`config.mk`:
```
export PLATFORM = sky130hd
export DESIGN_NAME = ro_puf_ctrl
export DESIGN_NICKNAME = d
export VERILOG_FILES = /design/src/rtl/ro_puf_ctrl.sv
export SDC_FILE = /design/constraint.sdc
export NUM_CORES = 1
export LEC_CHECK = 0
export ABC_AREA = 1
export CAP_MARGIN = 5
export CORE_UTILIZATION = 32
export CTS_CLUSTER_SIZE = 40
export DETAILED_ROUTE_END_ITERATION = 6
export PLACE_DENSITY = 0.58
export SLEW_MARGIN = 10
export SYNTH_ARGS = -nofsm -noshare
export SYNTH_HDL_FRONTEND = slang
export SYNTH_HIERARCHICAL = 1
export SYNTH_SLANG_ARGS = --single-unit
```
`constraint.sdc`:
```
create_clock -name clk -period 4.05 [get_ports clk]
set_input_delay 0.81 -clock clk [delete_from_list [all_inputs] [get_ports clk]]
set_output_delay 0.81 -clock clk [all_outputs]
set_load 0.005 [all_outputs]
```
`src/rtl/ro_puf_ctrl.sv`:
```
// Ring-oscillator PUF challenge controller: enables a pair of rings, counts their edges over a gate window and compares.
// Optional macro RO_PUF_CNT_OUT_EN exposes the final counts on cnt_a_q/cnt_b_q.

module ro_puf_lane (
  input  logic clk,
  input  logic rst_n,
  input  logic i_ro,
  output logic o_rise
);
  logic r_s1, r_s2, r_s3;

  always_ff @(posedge clk or negedge rst_n) begin
    if (!rst_n) begin
      r_s1 <= 1'b0;
      r_s2 <= 1'b0;
      r_s3 <= 1'b0;
    end else begin
      r_s1 <= i_ro;
      r_s2 <= r_s1;
      r_s3 <= r_s2;
    end
  end

  assign o_rise = r_s2 & ~r_s3;
endmodule

module ro_puf_ctrl #(
  parameter int N_RO       = 8,
  parameter int CNT_W      = 16,
  parameter int WINDOW     = 1024,
  parameter int SETTLE_CYC = 4
) (
  input  logic                    clk,
  input  logic                    rst_n,
  input  logic                    start,
  input  logic [$clog2(N_RO)-1:0] sel_a,
  input  logic [$clog2(N_RO)-1:0] sel_b,
  input  logic [N_RO-1:0]         ro_out,
  output logic [N_RO-1:0]         ro_en,
  output logic                    busy,
  output logic                    done,
  output logic                    resp,
  output logic                    tie,
  output logic                    err
`ifdef RO_PUF_CNT_OUT_EN
  ,
  output logic [CNT_W-1:0]        cnt_a_q,
  output logic [CNT_W-1:0]        cnt_b_q
`endif
);
  localparam int SEL_W   = $clog2(N_RO);
  localparam int TMR_MAX = (WINDOW > SETTLE_CYC) ? WINDOW : SETTLE_CYC;
  localparam int TMR_W   = $clog2(TMR_MAX + 1);

  typedef enum logic [2:0] {S_IDLE, S_SETTLE, S_MEASURE, S_COMPARE, S_DONE} state_t;

  state_t           r_state, w_state_nxt;
  logic [TMR_W-1:0] r_tmr, w_tmr_nxt;
  logic [SEL_W-1:0] r_sel_a, r_sel_b;
  logic [CNT_W-1:0] r_cnt_a, r_cnt_b;
  logic             r_done, r_resp, r_tie, r_err;
  logic [N_RO-1:0]  w_rise;
  logic             w_rng_ok, w_pair_ok, w_start_idle, w_inc_a, w_inc_b;

  genvar gi;
  generate
    for (gi = 0; gi < N_RO; gi++) begin : g_lane
      ro_puf_lane u_lane (.clk(clk), .rst_n(rst_n), .i_ro(ro_out[gi]), .o_rise(w_rise[gi]));
    end
    // Out-of-range indices only exist when N_RO is not a power of two.
    if ((1 << SEL_W) == N_RO) begin : g_rng_full
      assign w_rng_ok = 1'b1;
    end else begin : g_rng_chk
      assign w_rng_ok = (sel_a < SEL_W'(N_RO)) && (sel_b < SEL_W'(N_RO));
    end
  endgenerate

  assign w_pair_ok    = w_rng_ok && (sel_a != sel_b);
  assign w_start_idle = (r_state == S_IDLE) && start;
  assign w_inc_a      = (r_state == S_MEASURE) && w_rise[r_sel_a];
  assign w_inc_b      = (r_state == S_MEASURE) && w_rise[r_sel_b];

  always_comb begin
    w_state_nxt = r_state;
    w_tmr_nxt   = r_tmr;
    case (r_state)
      S_IDLE: if (start && w_pair_ok) begin
        w_state_nxt = S_SETTLE;
        w_tmr_nxt   = TMR_W'(SETTLE_CYC - 1);
      end
      S_SETTLE: if (r_tmr == '0) begin
        w_state_nxt = S_MEASURE;
        w_tmr_nxt   = TMR_W'(WINDOW - 1);
      end else begin
        w_tmr_nxt = r_tmr - 1'b1;
      end
      S_MEASURE: if (r_tmr == '0) w_state_nxt = S_COMPARE;
                 else             w_tmr_nxt   = r_tmr - 1'b1;
      S_COMPARE: w_state_nxt = S_DONE;
      S_DONE:    w_state_nxt = S_IDLE;
      default:   w_state_nxt = S_IDLE;
    endcase
  end

  always_ff @(posedge clk or negedge rst_n) begin
    if (!rst_n) begin
      r_state <= S_IDLE;
      r_tmr   <= '0;
    end else begin
      r_state <= w_state_nxt;
      r_tmr   <= w_tmr_nxt;
    end
  end

  always_ff @(posedge clk or negedge rst_n) begin
    if (!rst_n) begin
      r_sel_a <= '0;
      r_sel_b <= '0;
      r_cnt_a <= '0;
      r_cnt_b <= '0;
      r_done  <= 1'b0;
      r_resp  <= 1'b0;
      r_tie   <= 1'b0;
      r_err   <= 1'b0;
    end else begin
      r_done <= (w_state_nxt == S_DONE) || (w_start_idle && !w_pair_ok);
      if (w_start_idle) begin
        r_sel_a <= sel_a;
        r_sel_b <= sel_b;
        r_cnt_a <= '0;
        r_cnt_b <= '0;
        r_err   <= !w_pair_ok;
      end else begin
        // Saturate rather than wrap so a very fast ring can never look slow.
        if (w_inc_a && (r_cnt_a != '1)) r_cnt_a <= r_cnt_a + 1'b1;
        if (w_inc_b && (r_cnt_b != '1)) r_cnt_b <= r_cnt_b + 1'b1;
      end
      if (r_state == S_COMPARE) begin
        r_resp <= (r_cnt_a > r_cnt_b);
        r_tie  <= (r_cnt_a == r_cnt_b);
        r_err  <= 1'b0;
      end
    end
  end

`ifdef RO_PUF_CNT_OUT_EN
  always_ff @(posedge clk or negedge rst_n) begin
    if (!rst_n) begin
      cnt_a_q <= '0;
      cnt_b_q <= '0;
    end else if (r_state == S_COMPARE) begin
      cnt_a_q <= r_cnt_a;
      cnt_b_q <= r_cnt_b;
    end
  end
`endif

  assign ro_en = ((r_state == S_SETTLE) || (r_state == S_MEASURE))
               ? ((N_RO'(1) << r_sel_a) | (N_RO'(1) << r_sel_b)) : '0;
  assign busy  = (r_state == S_SETTLE) || (r_state == S_MEASURE) || (r_state == S_COMPARE);
  assign done  = r_done;
  assign resp  = r_resp;
  assign tie   = r_tie;
  assign err   = r_err;
endmodule
```
==> impl_metrics.env, run 1 <==
export IMPL_status="completed"
export IMPL_worst_path_max_fanout=17
export IMPL_final_cells=844
export IMPL_fin_crit_sh=0.7704
export IMPL_avgSynthCellArea_um2=7.563
export IMPL_clk_path_buf_depth=2
export IMPL_min_path_type="reg2reg"
export IMPL_fin_skew_ns=0.005785
export IMPL_multi_input_area_um2=2374
export IMPL_drive_gt1_frac=0.05909
export IMPL_routed_via_density=4.841
export IMPL_end_kind="primary output"
export IMPL_die_area_um2=15360
export IMPL_max_freq_ghz=0.3205
export IMPL_first_global_vias=4008
export IMPL_place_congestion=0.8555
export IMPL_drcViolationCount=0
export IMPL_path_buf_inv=3
export IMPL_rsz0062_at_grt="no"
export IMPL_ctsHoldBuffers=0
export IMPL_dp_hpwl_um=7520
export IMPL_htreeDepth=3
export IMPL_path_clk_slew_ns=0.06
export IMPL_finalPower_w=0.002092
export IMPL_synth_area_um2=4757
export IMPL_p_leak_nw=2.750
export IMPL_antenna_found_initial=0
export IMPL_cts_resized=0
export IMPL_syn_nets=666
export IMPL_register_area_um2=2002
export IMPL_powerDensity_nw_per_um2=381.7
export IMPL_grt_pass1_wl_um=18410
export IMPL_numCtsBuffers=9
export IMPL_gr_total_overflow=0
export IMPL_clkLatencyLatePin_ns=0.35
export IMPL_timing_hold_ws_ns=0.3459
export IMPL_port_buffers=29
export IMPL_max_cap_viol_count=0
export IMPL_rows=44
export IMPL_synth_seq_area_share=0.4208
export IMPL_fin_util=0.3771
export IMPL_synthToLayoutAreaGrowth_pct=15.20
export IMPL_slew_violations=0
export IMPL_grtUsageTotal=0.1551
export IMPL_firstDrtPassIters=5
export IMPL_hold_viol_final=0
export IMPL_antenna_cells=0
export IMPL_peakVddDrop_uv=195.1
export IMPL_drt_wl_total_um=10640
export IMPL_die_x_um=123.9
export IMPL_relSlewSlack=0.3125
export IMPL_crit_slowest_cell="clkdlybuf4s50_1"
export IMPL_crit_family="simple AND/OR/NAND/NOR gates"
export IMPL_period_minus_slack_ns=3.120
export IMPL_postCtsSetupBuffers=0
export IMPL_avgRoutedWirePerCell_um=12.61
export IMPL_yosys_cell_types_count=30
export IMPL_vias=4086
export IMPL_worstMarginPinSlew_ns=1.031
export IMPL_antenna_left=0
export IMPL_fillers=1504
export IMPL_clock_sinks=80
export IMPL_start_util=0.3273
export IMPL_place_inst=829
export IMPL_setup_viol=0
export IMPL_cpPeakStageDelay_ns=0.50
export IMPL_ys_warn_count=6
export IMPL_fin_nets=693
export IMPL_cp_arrival_ns=2.31
export IMPL_die_y_um=123.9
export IMPL_crit_path_start_kind="register"
export IMPL_worstSetupPathType="reg2out"
export IMPL_cts_tree="done"
export IMPL_synthCells=629
export IMPL_cts_root_buf="clkbuf_16"
export IMPL_timing_setup_tns_ns=0
export IMPL_coreArea_um2=14530
export IMPL_ys_ff_latch=80
export IMPL_drt_iter0_drc=307
export IMPL_grt_max_degree=81
export IMPL_pin_count=30
export IMPL_crit_path_cell_trace="nor3_2 > inv_1 > nand2_1 > nand2_1 > inv_1 > clkdlybuf4s50_1"
export IMPL_critPathRequiredTime_ns=3.24
synth_stat cells:
cell | count | area, um2
nand2_1 | 170 | 638.1
nand3_1 | 105 | 525.5
dfrtp_1 | 80 | 2002
inv_1 | 77 | 289.0
nor2_1 | 51 | 191.4
xor2_1 | 23 | 201.4
ha_1 | 20 | 250.2
o21ai_0 | 19 | 95.09
a21oi_1 | 13 | 65.06
nor2_2 | 10 | 62.56
nand3b_1 | 9 | 67.56
buf_2 | 8 | 40.04
o22ai_1 | 8 | 50.05
xnor2_1 | 6 | 52.55
nand3_2 | 4 | 40.04
nand4_1 | 4 | 25.02
nor3_1 | 3 | 15.01
buf_4 | 2 | 15.01
buf_6 | 2 | 22.52
clkbuf_1 | 2 | 7.510
inv_2 | 2 | 7.510
nand2_2 | 2 | 12.51
o211ai_1 | 2 | 15.01
a21oi_2 | 1 | 8.760
a31oi_1 | 1 | 6.260
nor2_4 | 1 | 11.26
nor3_2 | 1 | 10.01
nor3_4 | 1 | 16.27
o21a_1 | 1 | 7.510
or2_1 | 1 | 6.260
cell families after synthesis:
| kind of cell | Yosys count | share of synthesized area |
|---|---|---|
| xor gates and xnor gates | 29 | 0.05339 |
| adders and majority gates | 20 | 0.05260 |
| and+or+nand+nor | 362 | 0.3409 |
| DFF | 80 | 0.4208 |
| buffers and inverters | 93 | 0.08022 |
| AOI/OAI and AO/OA | 45 | 0.05208 |
final timing paths:
path	from	to	slack, ns	depth (start not counted)
worst max-delay path	r_state[1]$_DFF_PN0_	ro_en[1]	0.93	6
worst min-delay path	g_lane[3].u_lane/r_s1$_DFF_PN0_	g_lane[3].u_lane/r_s2$_DFF_PN0_	0.35	0
worst max register to register	r_tmr[0]$_DFFE_PN0P_	r_tmr[6]$_DFFE_PN0P_	2.08	10
worst min register to register	g_lane[3].u_lane/r_s1$_DFF_PN0_	g_lane[3].u_lane/r_s2$_DFF_PN0_	0.35	0
max in group asynchronous	rst_n	r_cnt_b[8]$_DFFE_PN0P_	2.74	1
min in group asynchronous	rst_n	r_tmr[4]$_DFFE_PN0P_	0.62	1
per-layer routing:
metal | wire [um] | vias up | global-route usage | part of all wire
met5 | 0 | - | 0 | 0
met4 | 295 | 0 | 0.07664 | 0.028
met3 | 350 | 21 | 0.03571 | 0.033
met2 | 5059 | 80 | 0.2486 | 0.48
met1 | 4936 | 1907 | 0.1961 | 0.46
li1 | - | 2078 | - | -
final cells by class:
cell class | count | area share
multi-input combinational | 456 | 0.4331
sequential | 80 | 0.3653
inverter | 79 | 0.05411
timing repair buffer | 30 | 0.05388
clock buffer | 10 | 0.04361
tap | 184 | 0.04201
clock inverter | 5 | 0.007991
state kept, by name, summed over array words and instances, names as in the netlist:
register            flops
r_sel_b                 3
resp                    1
g_lane.u_lane/r_s2      8
g_lane.u_lane/r_s1      8
g_lane.u_lane/r_s3      8
r_cnt_b                16
r_state                 3
tie                     1
done                    1
err                     1
r_cnt_a                16
r_sel_a                 3
r_tmr                  11
per-stage QoR:
step,cell area (um2),setup WS (ns)
2_1_floorplan,4757,1.993
5_1_grt,5480,0.7720
6_report,5480,0.9301
3_5_place_dp,5197,1.312
3_3_place_gp,5197,1.373
4_1_cts,5480,0.9219
cells in the final DEF (no fill, tap or decap):
cell and instances:
nor2_2 10, nand2_2 2, clkinv_4 5, o21ai_0 19, o21a_1 1, xor2_1 23
nor3_1 3, inv_1 77, clkbuf_8 1, clkbuf_16 9, nand2_1 170, ha_1 20
or2_1 1, clkdlybuf4s50_1 28, a21oi_1 13, o22ai_1 8, dfrtp_1 80, inv_2 2
a31oi_1 1, nand3_1 105, nor3_4 1, nor3_2 1, nand3b_1 9, buf_4 2
a21oi_2 1, nand3_2 4, o211ai_1 2, nor2_1 51, xnor2_1 6, nor2_4 1
nand4_1 4
where the power goes:
| part | total (W) | leakage (nW) | internal (W) | switching, W |
|---|---|---|---|---|
| sequential | 0.000944 | 0.986 | 0.000861 | 0.0000824 |
| combinational | 0.000383 | 1.63 | 0.000162 | 0.000221 |
| clock | 0.000766 | 0.139 | 0.000433 | 0.000332 |
Power figures use the tool's default switching activity.
==> run 2, diff against run 1 <==
Settings changed: PLACE_DENSITY 0.58 to 0.6.
Clock period 4.05 ns to 2.8 ns, I/O delays scaled along.
==> run 2 against run 1 <==
Against the previous run:
- clock power rose by 62%
- hold slack got worse by 0.17 ns
- die area unchanged
- utilization grew 0.64 points
- largest power group unchanged
- setup slack worse by 0.72 ns
- largest cell class unchanged
- final cell count rose by 0.71%
- total power rose by 50%
- clock skew hardly changed
- routed wire length is 3.2% lower
- via count is 2.3% lower
- sequential power up 44%
==> impl_metrics.env, run 2 (same netlist as run 1, synthesis figures left out) <==
export IMPL_max_freq_ghz=0.3865
export IMPL_power_frac_seq=0.434
export IMPL_cts_tree="done"
export IMPL_pwr_share_clk=0.396
export IMPL_combPwrFrac=0.170
export IMPL_r2r_cells=10
export IMPL_reg2reg_slack_ns=0.92
export IMPL_firstDrtPassIters=6
export IMPL_postCtsSetupBuffers=0
export IMPL_mostFrequentLayoutCells="nand2_1, nand3_1, dfrtp_1"
export IMPL_routed_wl_met3_um=307
export IMPL_top_regs="r_cnt_a x16, r_cnt_b x16, r_tmr x11"
export IMPL_path_clk_slew_ns=0.07
export IMPL_timing_setup_tns_ns=0
export IMPL_drive_gt1_frac=0.06757
export IMPL_dp_hpwl_um=7464
export IMPL_clock_sinks=80
export IMPL_fin_crit_sh=0.9240
export IMPL_worstMarginPinSlew_ns=0.6757
export IMPL_clk_path_buf_depth=2
export IMPL_gr_total_overflow=0
export IMPL_antenna_cells=0
export IMPL_switching_share=0.3024
export IMPL_cts_resized=0
export IMPL_avgRoutedWirePerCell_um=12.12
export IMPL_fin_skew_ns=0.005764
export IMPL_rr_startpoint="r_tmr[0]$_DFFE_PN0P_"
export IMPL_cts_root_buf="clkbuf_16"
export IMPL_setup_viol=0
export IMPL_port_buffers=29
export IMPL_grtUsageTotal=0.1503
export IMPL_die_y_um=123.9
export IMPL_r2r_end="r_tmr[3]$_DFFE_PN0P_"
export IMPL_slew_violations=0
export IMPL_first_global_vias=3764
export IMPL_period_minus_slack_ns=2.587
export IMPL_start_util=0.3273
export IMPL_ctsHoldBuffers=0
export IMPL_cp_arrival_ns=2.03
export IMPL_routed_via_density=4.694
export IMPL_final_area_um2=5573
export IMPL_timing_hold_ws_ns=0.1799
export IMPL_intPower_w=0.002191
export IMPL_crit_path_start_kind="register"
export IMPL_antenna_left=0
export IMPL_relSlewSlack=0.5490
export IMPL_worstSetupPathType="reg2out"
export IMPL_fin_util=0.3834
export IMPL_powerDensity_nw_per_um2=563.7
export IMPL_peakVddDrop_uv=397.6
export IMPL_worst_path_max_fanout=9
export IMPL_min_path_type="in2async"
export IMPL_critPathRequiredTime_ns=2.24
export IMPL_drcViolationCount=0
export IMPL_die_x_um=123.9
export IMPL_clkLatencyLatePin_ns=0.35
export IMPL_vias=3990
export IMPL_wl_met1_um=5124
export IMPL_grt_max_degree=65
export IMPL_top_layer="met4"
export IMPL_drt_iter0_drc=156
export IMPL_p_switching_w=0.0009501
export IMPL_drt_wl_total_um=10300
export IMPL_final_common_cell="nand2_1"
export IMPL_place_congestion=0.8711
export IMPL_pin_count=30
export IMPL_synthToLayoutAreaGrowth_pct=17.15
export IMPL_rsz0062_at_grt="no"
export IMPL_p_leak_nw=2.795
export IMPL_wl_met2_um=4719
export IMPL_rows=44
export IMPL_die_area_um2=15360
export IMPL_max_cap_viol_count=0
export IMPL_coreArea_um2=14530
export IMPL_dpl_cell_area_um2=5260
export IMPL_antenna_found_initial=0
export IMPL_numCtsBuffers=9
export IMPL_status="completed"
export IMPL_grt_pass1_wl_um=17680
export IMPL_htreeDepth=3
export IMPL_hold_viol_final=0
export IMPL_end_kind="primary output"
export IMPL_fin_nets=698
run 2: power groups by stage:
stage	registers, W	clock network, W	logic [W]
finish	0.00136	0.00124	0.000534
detailed placement	0.00138	0	0.000545
global route	0.00138	0.00133	0.000628
CTS	0.00136	0.00128	0.000548
floorplan	0.00135	0	0.000403
global placement	0.00138	0	0.000534
run 2: per-layer routing:
layer,up-vias,GRT usage
li1,2082,-
met5,-,0
met4,0,0.04836
met3,11,0.04258
met1,1849,0.1938
met2,48,0.2424
run 2: stage by stage:
step / std cells / power, W / setup WS (ns)
3_3_place_gp: 834 / 0.001914 / 0.5675
2_1_floorplan: 629 / 0.001755 / 0.9929
3_5_place_dp: 834 / 0.001929 / 0.5432
5_1_grt: 850 / 0.003334 / 0.04939
6_report: 850 / 0.003141 / 0.2127
4_1_cts: 850 / 0.003193 / 0.1973
run 2: area by class of cell:
class                   count  area [um2]
well taps                 184       230.2
clock buffers               9       225.2
flip-flops and latches     80        2002
multi-input cells         456        2374
clock inverters             7       87.58
fillers                  1532        8961
repair buffers             35       357.8
inverters                  79       296.5
run 2: worst max path at each step:
stage | startpoint | endpoint | slack (ns) | cells past startpoint
finish | r_state[2]$_DFF_PN0_ | ro_en[1] | 0.21 | 6
global route | r_state[2]$_DFF_PN0_ | ro_en[1] | 0.05 | 6
CTS | r_state[1]$_DFF_PN0_ | ro_en[0] | 0.20 | 7
detailed placement | sel_b[0] | r_tmr[5]$_DFFE_PN0P_ | 0.54 | 8
global placement | sel_b[0] | r_tmr[9]$_DFFE_PN0P_ | 0.57 | 8
floorplan | r_state[1]$_DFF_PN0_ | ro_en[0] | 0.99 | 6
run 2: worst max-delay path, cell delays in order (launching register included):
cell and delay [ns]:
dfrtp_1 0.42, nor2_1 0.19, nand2_2 0.15, nand2_1 0.27
nand2_1 0.09, inv_1 0.06, clkdlybuf4s50_1 0.50
